### config.mk
export PLATFORM = sky130hd
export DESIGN_NAME = gd_audio_sample_fifo_flat
export DESIGN_NICKNAME = d
export VERILOG_FILES = /design/src/rtl/gd_audio_sample_fifo_if.sv /design/src/rtl/gd_audio_sample_fifo.sv /design/src/flat_wrapper.sv
export SDC_FILE = /design/constraint.sdc
export NUM_CORES = 2
export LEC_CHECK = 0
export ABC_CLOCK_PERIOD_IN_PS = 4800
export CAP_MARGIN = 20
export CORE_UTILIZATION = 63
export DETAILED_ROUTE_END_ITERATION = 7
export DONT_BUFFER_PORTS = 1
export PLACE_DENSITY = 0.79
export SLEW_MARGIN = 0
export SYNTH_ARGS = -nofsm -noshare
export SYNTH_HDL_FRONTEND = slang
export SYNTH_SLANG_ARGS = --single-unit
### constraint.sdc
create_clock -name vga_clk -period 4.8 [get_ports vga_clk]
set_input_delay 0.48 -clock vga_clk [delete_from_list [all_inputs] [get_ports vga_clk]]
set_output_delay 0.48 -clock vga_clk [all_outputs]
set_load 0.02 [all_outputs]
### src/rtl/gd_audio_sample_fifo_if.sv
// rtl/gd_audio_sample_fifo_if.sv - host push port (valid/ready) carrying one stereo sample pair.
interface gd_audio_sample_fifo_if;
  logic               wr_valid;
  logic               wr_ready;
  logic signed [15:0] wr_left;
  logic signed [15:0] wr_right;

  modport master (output wr_valid, output wr_left, output wr_right, input wr_ready);
  modport slave  (input wr_valid, input wr_left, input wr_right, output wr_ready);
endinterface

### src/rtl/gd_audio_sample_fifo.sv
// rtl/gd_audio_sample_fifo.sv - stereo sample FIFO releasing one pair per 64-clock frame.
// Optional per-channel volume scaling when GD_AUDIO_VOLUME_EN is defined.
module gd_audio_sample_fifo #(
  parameter int DEPTH_LOG2 = 6
) (
  input  logic                     vga_clk,
  input  logic                     reset_n,
  input  logic [5:0]               soundcounter,
  gd_audio_sample_fifo_if.slave    wr,
  input  logic [8:0]               vol_l,
  input  logic [8:0]               vol_r,
  output logic signed [15:0]       sample_l,
  output logic signed [15:0]       sample_r,
  output logic [DEPTH_LOG2:0]      level,
  output logic                     underrun,
  input  logic                     underrun_clr
);

  localparam int DEPTH = 1 << DEPTH_LOG2;
  localparam logic [DEPTH_LOG2:0] FULL = (DEPTH_LOG2 + 1)'(DEPTH);

  logic [31:0]           mem [DEPTH];
  logic [DEPTH_LOG2-1:0] wr_ptr;
  logic [DEPTH_LOG2-1:0] rd_ptr;
  logic signed [15:0]    stage_l;
  logic signed [15:0]    stage_r;
  logic signed [15:0]    scaled_l;
  logic signed [15:0]    scaled_r;
  logic                  push;
  logic                  pop_phase;
  logic                  pop;

  assign wr.wr_ready = (level != FULL);
  assign push        = wr.wr_valid && wr.wr_ready;
  assign pop_phase   = (soundcounter == 6'd61);
  // Pop decision uses pre-edge level, so a same-edge push into an empty FIFO still underruns.
  assign pop         = pop_phase && (level != '0);

  always_ff @(posedge vga_clk) begin
    if (push) mem[wr_ptr] <= {wr.wr_left, wr.wr_right};
  end

  always_ff @(posedge vga_clk or negedge reset_n) begin
    if (!reset_n) begin
      wr_ptr   <= '0;
      rd_ptr   <= '0;
      level    <= '0;
      stage_l  <= '0;
      stage_r  <= '0;
      sample_l <= '0;
      sample_r <= '0;
      underrun <= 1'b0;
    end else begin
      if (push) wr_ptr <= wr_ptr + 1'b1;
      if (pop) begin
        rd_ptr             <= rd_ptr + 1'b1;
        {stage_l, stage_r} <= mem[rd_ptr];
      end else if (pop_phase) begin
        stage_l <= '0;
        stage_r <= '0;
      end
      case ({push, pop})
        2'b10:   level <= level + 1'b1;
        2'b01:   level <= level - 1'b1;
        default: ;
      endcase
      if (pop_phase && !pop)  underrun <= 1'b1;
      else if (underrun_clr)  underrun <= 1'b0;
      if (soundcounter == 6'd62) begin
        sample_l <= scaled_l;
        sample_r <= scaled_r;
      end
    end
  end

`ifdef GD_AUDIO_VOLUME_EN
  function automatic logic signed [15:0] scale(input logic signed [15:0] s, input logic [8:0] vol);
    logic [8:0]         v;
    logic signed [24:0] s_ext;
    logic signed [24:0] v_ext;
    logic signed [24:0] prod;
    logic signed [24:0] shifted;
    v       = (vol > 9'd256) ? 9'd256 : vol;
    s_ext   = 25'(s);
    v_ext   = {16'd0, v};
    prod    = s_ext * v_ext;
    shifted = prod >>> 8;
    return shifted[15:0];
  endfunction

  assign scaled_l = scale(stage_l, vol_l);
  assign scaled_r = scale(stage_r, vol_r);
`else
  logic unused_vol;
  assign unused_vol = ^{vol_l, vol_r};
  assign scaled_l   = stage_l;
  assign scaled_r   = stage_r;
`endif

endmodule

### src/flat_wrapper.sv
// flat-port wrapper written by rule: the top's interface ports become plain ports
module gd_audio_sample_fifo_flat 
#(
  parameter int DEPTH_LOG2 = 6
)
  (vga_clk, reset_n, soundcounter, vol_l, vol_r, sample_l, sample_r, level, underrun, underrun_clr, wr_wr_valid, wr_wr_left, wr_wr_right, wr_wr_ready);
  gd_audio_sample_fifo_if wr_i ();
  input  logic vga_clk;
  input  logic reset_n;
  input  logic [5:0] soundcounter;
  input  logic [8:0] vol_l;
  input  logic [8:0] vol_r;
  output logic signed [15:0] sample_l;
  output logic signed [15:0] sample_r;
  output logic [DEPTH_LOG2:0] level;
  output logic underrun;
  input  logic underrun_clr;
  input wire logic [$bits(wr_i.wr_valid)-1:0] wr_wr_valid;
  input wire logic [$bits(wr_i.wr_left)-1:0] wr_wr_left;
  input wire logic [$bits(wr_i.wr_right)-1:0] wr_wr_right;
  output wire logic [$bits(wr_i.wr_ready)-1:0] wr_wr_ready;
  assign wr_i.wr_valid = wr_wr_valid;
  assign wr_i.wr_left = wr_wr_left;
  assign wr_i.wr_right = wr_wr_right;
  assign wr_wr_ready = wr_i.wr_ready;
  gd_audio_sample_fifo #(.DEPTH_LOG2(DEPTH_LOG2)) u_core (.vga_clk(vga_clk), .reset_n(reset_n), .soundcounter(soundcounter), .wr(wr_i), .vol_l(vol_l), .vol_r(vol_r), .sample_l(sample_l), .sample_r(sample_r), .level(level), .underrun(underrun), .underrun_clr(underrun_clr));
endmodule
==> impl_metrics.ini <==
[status]
outcome = finished, final reports clean

[clock_tree]
clock_tree.buffer_depth = 3
clk_pin_slew_ps = 60
postCtsSetupBuffers = 0
cts.root.buffer_cell = clkbuf_16
cts_htree_levels = 4
cts_tree = yes
clock_sink_total = 2132
cts-buffers-inserted = 198
worst_skew_pair.late_latency_ps = 870

[synth]
synth_seq_area_share_pct = 78.0
synthesis.nets = 3773
netlist.area_leader.share_pct = 75.4
syn_area_per_cell_um2 = 22.0
synthesis.instances = 3707
synthArstFlopShare_pct = 3.94
ys_dominant_reg_cell = edfxtp_1
synthDominantAreaCellType = edfxtp_1
synth-edff-count = 2048
postSynthRegisterBits = 2132
yosys_warnings = 0
synth_area_um2 = 81500
synth_cell_types = 61
netlist_top_cells_area = edfxtp_1 75%, mux4_2 13%, dfrtp_1 2.6%, mux2i_1 2.0%, nand2_1 0.63%

[drt]
post_drt_via_cell_ratio = 7.24
vias = 42400
detail_route.drc_violations = 0
drt_iter0_drc = 7047
number_of_detailed_route_iterations_in_the_first_pass = 6
post_drt_wl_per_cell_um = 37.5
ant_nets = 0
drt-total-wl_um = 219000

[timing]
totalNegativeSetupSlack_ps = 0
worstMarginPinSlew_ps = 1310
maxClockFrequency_ghz = 0.255
max_transition_viols_final = 0
fin_skew_ps = 45.3
final.hold.worst_slack_ps = 30.2
max_slew_margin_pct = 12.6
unrepaired_setup_endpoints_after_global_routing = no
period_needed_ps = 3930
fin_crit_sh_pct = 81.8
hold_violations = 0
finalSetupViolations = 0

[floorplanning]
floorplan.rows = 131
design.die.area_um2 = 131000
num_io_pins = 101
die_y_extent_um = 362
core-area_um2 = 128000
initial_utilization_pct = 63.7
dieWidth_um = 362

[job]
maxCapViolations = 0

[critical_path]
worst_path_largest_cell_delay_ps = 830
path_buf_inv = 2
critical_path.cell_chain = nor3_1 -> buf_4 -> a31oi_1 -> nor2b_1 -> nand2_1 -> nor2_4 -> buf_12
critical-path-top-delay-family = simple AND/OR/NAND/NOR gates
cp_max_fo = 17
critical_path_class = reg -> reg
worst_setup_path_end_kind = flop
cp_data_arrival_time_ps = 4450
timing.critical_path.required_ps = 5330
cp_slowest_cell = nor2_4
crit_path_start_kind = flop

[global_routing]
grtUsageTotal_pct = 34.2
grt.overflow.total = 0
grt_pass1_vias = 42500
antenna_violations_before_repair = 7
global_route_wire_length_before_repair_um = 310000
grt_max_degree = 85

[placement]
port-buffer-count = 0
post_dp_cell_area_um2 = 85000
dpl.cell_count = 5412
post-dp-hpwl_um = 118000
place.gp.congestion = 0.851

[pwr]
power_density_nw_per_um2 = 502
ir_worst_vdd_v = 0.000486
cellLeakagePower_nw = 29.4

[final_layout]
multi_input_comb_area_um2 = 17300
drive_gt1_share_pct = 27.1
seq_area_um2 = 63600
layout_net_count = 4010
flow.area_growth_from_synthesis_pct = 13.7
final_cells = 5852
fillers = 6788
finish.instance_area_um2 = 92700

[worst_hold_path]
hold_path.class = in -> reg
-- state kept, by name, indices dropped and copies added, names as in the netlist, 6 cells and up --
signal           count
u_core.scaled_l     16
u_core.sample_r     16
u_core.sample_l     16
u_core.scaled_r     16
u_core.mem        2048
u_core.rd_ptr        6
u_core.wr_ptr        6
u_core.level         7
-- synthesized netlist by cell type, drive strengths merged, types with 8 or more instances --
library cell / number
a2111oi: 14
a211o: 21
a21oi: 50
a221o: 13
a221oi: 13
a22o: 8
a22oi: 53
a32oi: 14
and2: 8
buf: 139
clkbuf: 72
dfrtp: 84
edfxtp: 2048
inv: 8
mux2: 43
mux2i: 163
mux4: 465
nand2: 136
nand3: 41
nand4: 14
nor2: 85
nor2b: 12
o211ai: 18
o21ai: 27
o221ai: 36
o22a: 9
o22ai: 31
xnor2: 12
-- path summary, 6_finish.rpt --
| kind | start | end | slack, ps | cells after the start |
|---|---|---|---|---|
| max in group asynchronous | reset_n | u_core.sample_r[11] | 3970 | 2 |
| setup reg to reg | u_core.level[1] | u_core.mem[57][8] | 870 | 7 |
| hold reg to reg | u_core.scaled_r[6] | u_core.scaled_r[6] | 550 | 2 |
| min in group asynchronous | reset_n | u_core.scaled_l[3] | 270 | 2 |
| setup / recovery | u_core.level[1] | u_core.mem[57][8] | 870 | 7 |
| hold / removal | wr_wr_right[4] | u_core.mem[44][4] | 30 | 1 |
-- worst register-to-register path, cell delays in order, from the launching register on --
cell and delay [ps]:
dfrtp_1 590, nor3_1 100, buf_4 170, a31oi_1 650
nor2b_1 330, nand2_1 650, nor2_4 840, buf_12 270
-- timing repair --
item,4_1_cts,5_1_grt
gates resized for setup,0,0
hold buffers,61,0
endpoints found under the hold margin,2133,0
-- layout make-up --
cell class | instances | area share (%)
sequential | 2132 | 68.6
multi-input combinational | 1355 | 18.6
clock buffer | 276 | 5.92
timing repair buffer | 248 | 3.28
tap | 1729 | 2.33
clock inverter | 97 | 1.14
inverter | 9 | 0.0391
antenna | 6 | 0.0162
-- stage by stage --
step	util, %	worst slack [ps]	power, mW
after global routing	72.4	665	47.7
after CTS	72.4	983	46.5
final	72.4	874	46.5
after global placement	66.4	1110	30.2
after detailed placement	66.4	1090	30.4
after floorplan	-	1310	28.0
-- cell families after synthesis --
group | Yosys count | synth area share, %
AOI/OAI and AO/OA | 334 | 3.05
buffers and inverters | 220 | 1.45
muxes | 671 | 15.4
and+or+nand+nor | 327 | 1.80
xor gates and xnor gates | 17 | 0.183
DFF | 2132 | 78.0
adders and majority gates | 6 | 0.0921
-- layer usage --
| metal | GRT usage [%] | up-vias | share of wire (%) |
|---|---|---|---|
| met5 | 0 | - | 0.023 |
| met4 | 13.5 | 8 | 4.3 |
| met3 | 9.84 | 603 | 14 |
| met2 | 53.7 | 3695 | 48 |
| met1 | 46.0 | 22000 | 34 |
| li1 | - | 16100 | - |
-- power breakdown --
part	total (mW)	internal (mW)	switching, mW
Clock	15.9	8.94	6.93
Combinational	8.83	4.04	4.79
Sequential	21.8	21.2	0.639
Total	46.5	34.1	12.4
-- cell usage in the layout (no fill, tap or decap), drive strengths merged, types with 9 or more instances in the layout --
| master | count |
|---|---|
| nand3 | 41 |
| a32oi | 14 |
| inv | 16 |
| o22ai | 31 |
| a22oi | 53 |
| a211o | 21 |
| xnor2 | 12 |
| nor2 | 85 |
| clkbuf | 276 |
| dlygate4sd3 | 28 |
| mux2i | 163 |
| clkinv | 71 |
| o221ai | 36 |
| o211ai | 18 |
| mux2 | 43 |
| a21oi | 50 |
| a2111oi | 14 |
| a221oi | 13 |
| nand2 | 136 |
| nand4 | 14 |
| nor2b | 12 |
| o21ai | 27 |
| o22a | 9 |
| bufinv | 17 |
| buf | 220 |
| mux4 | 465 |
| dfrtp | 84 |
| a221o | 13 |
| edfxtp | 2048 |
(Power assumes the default switching activity.)
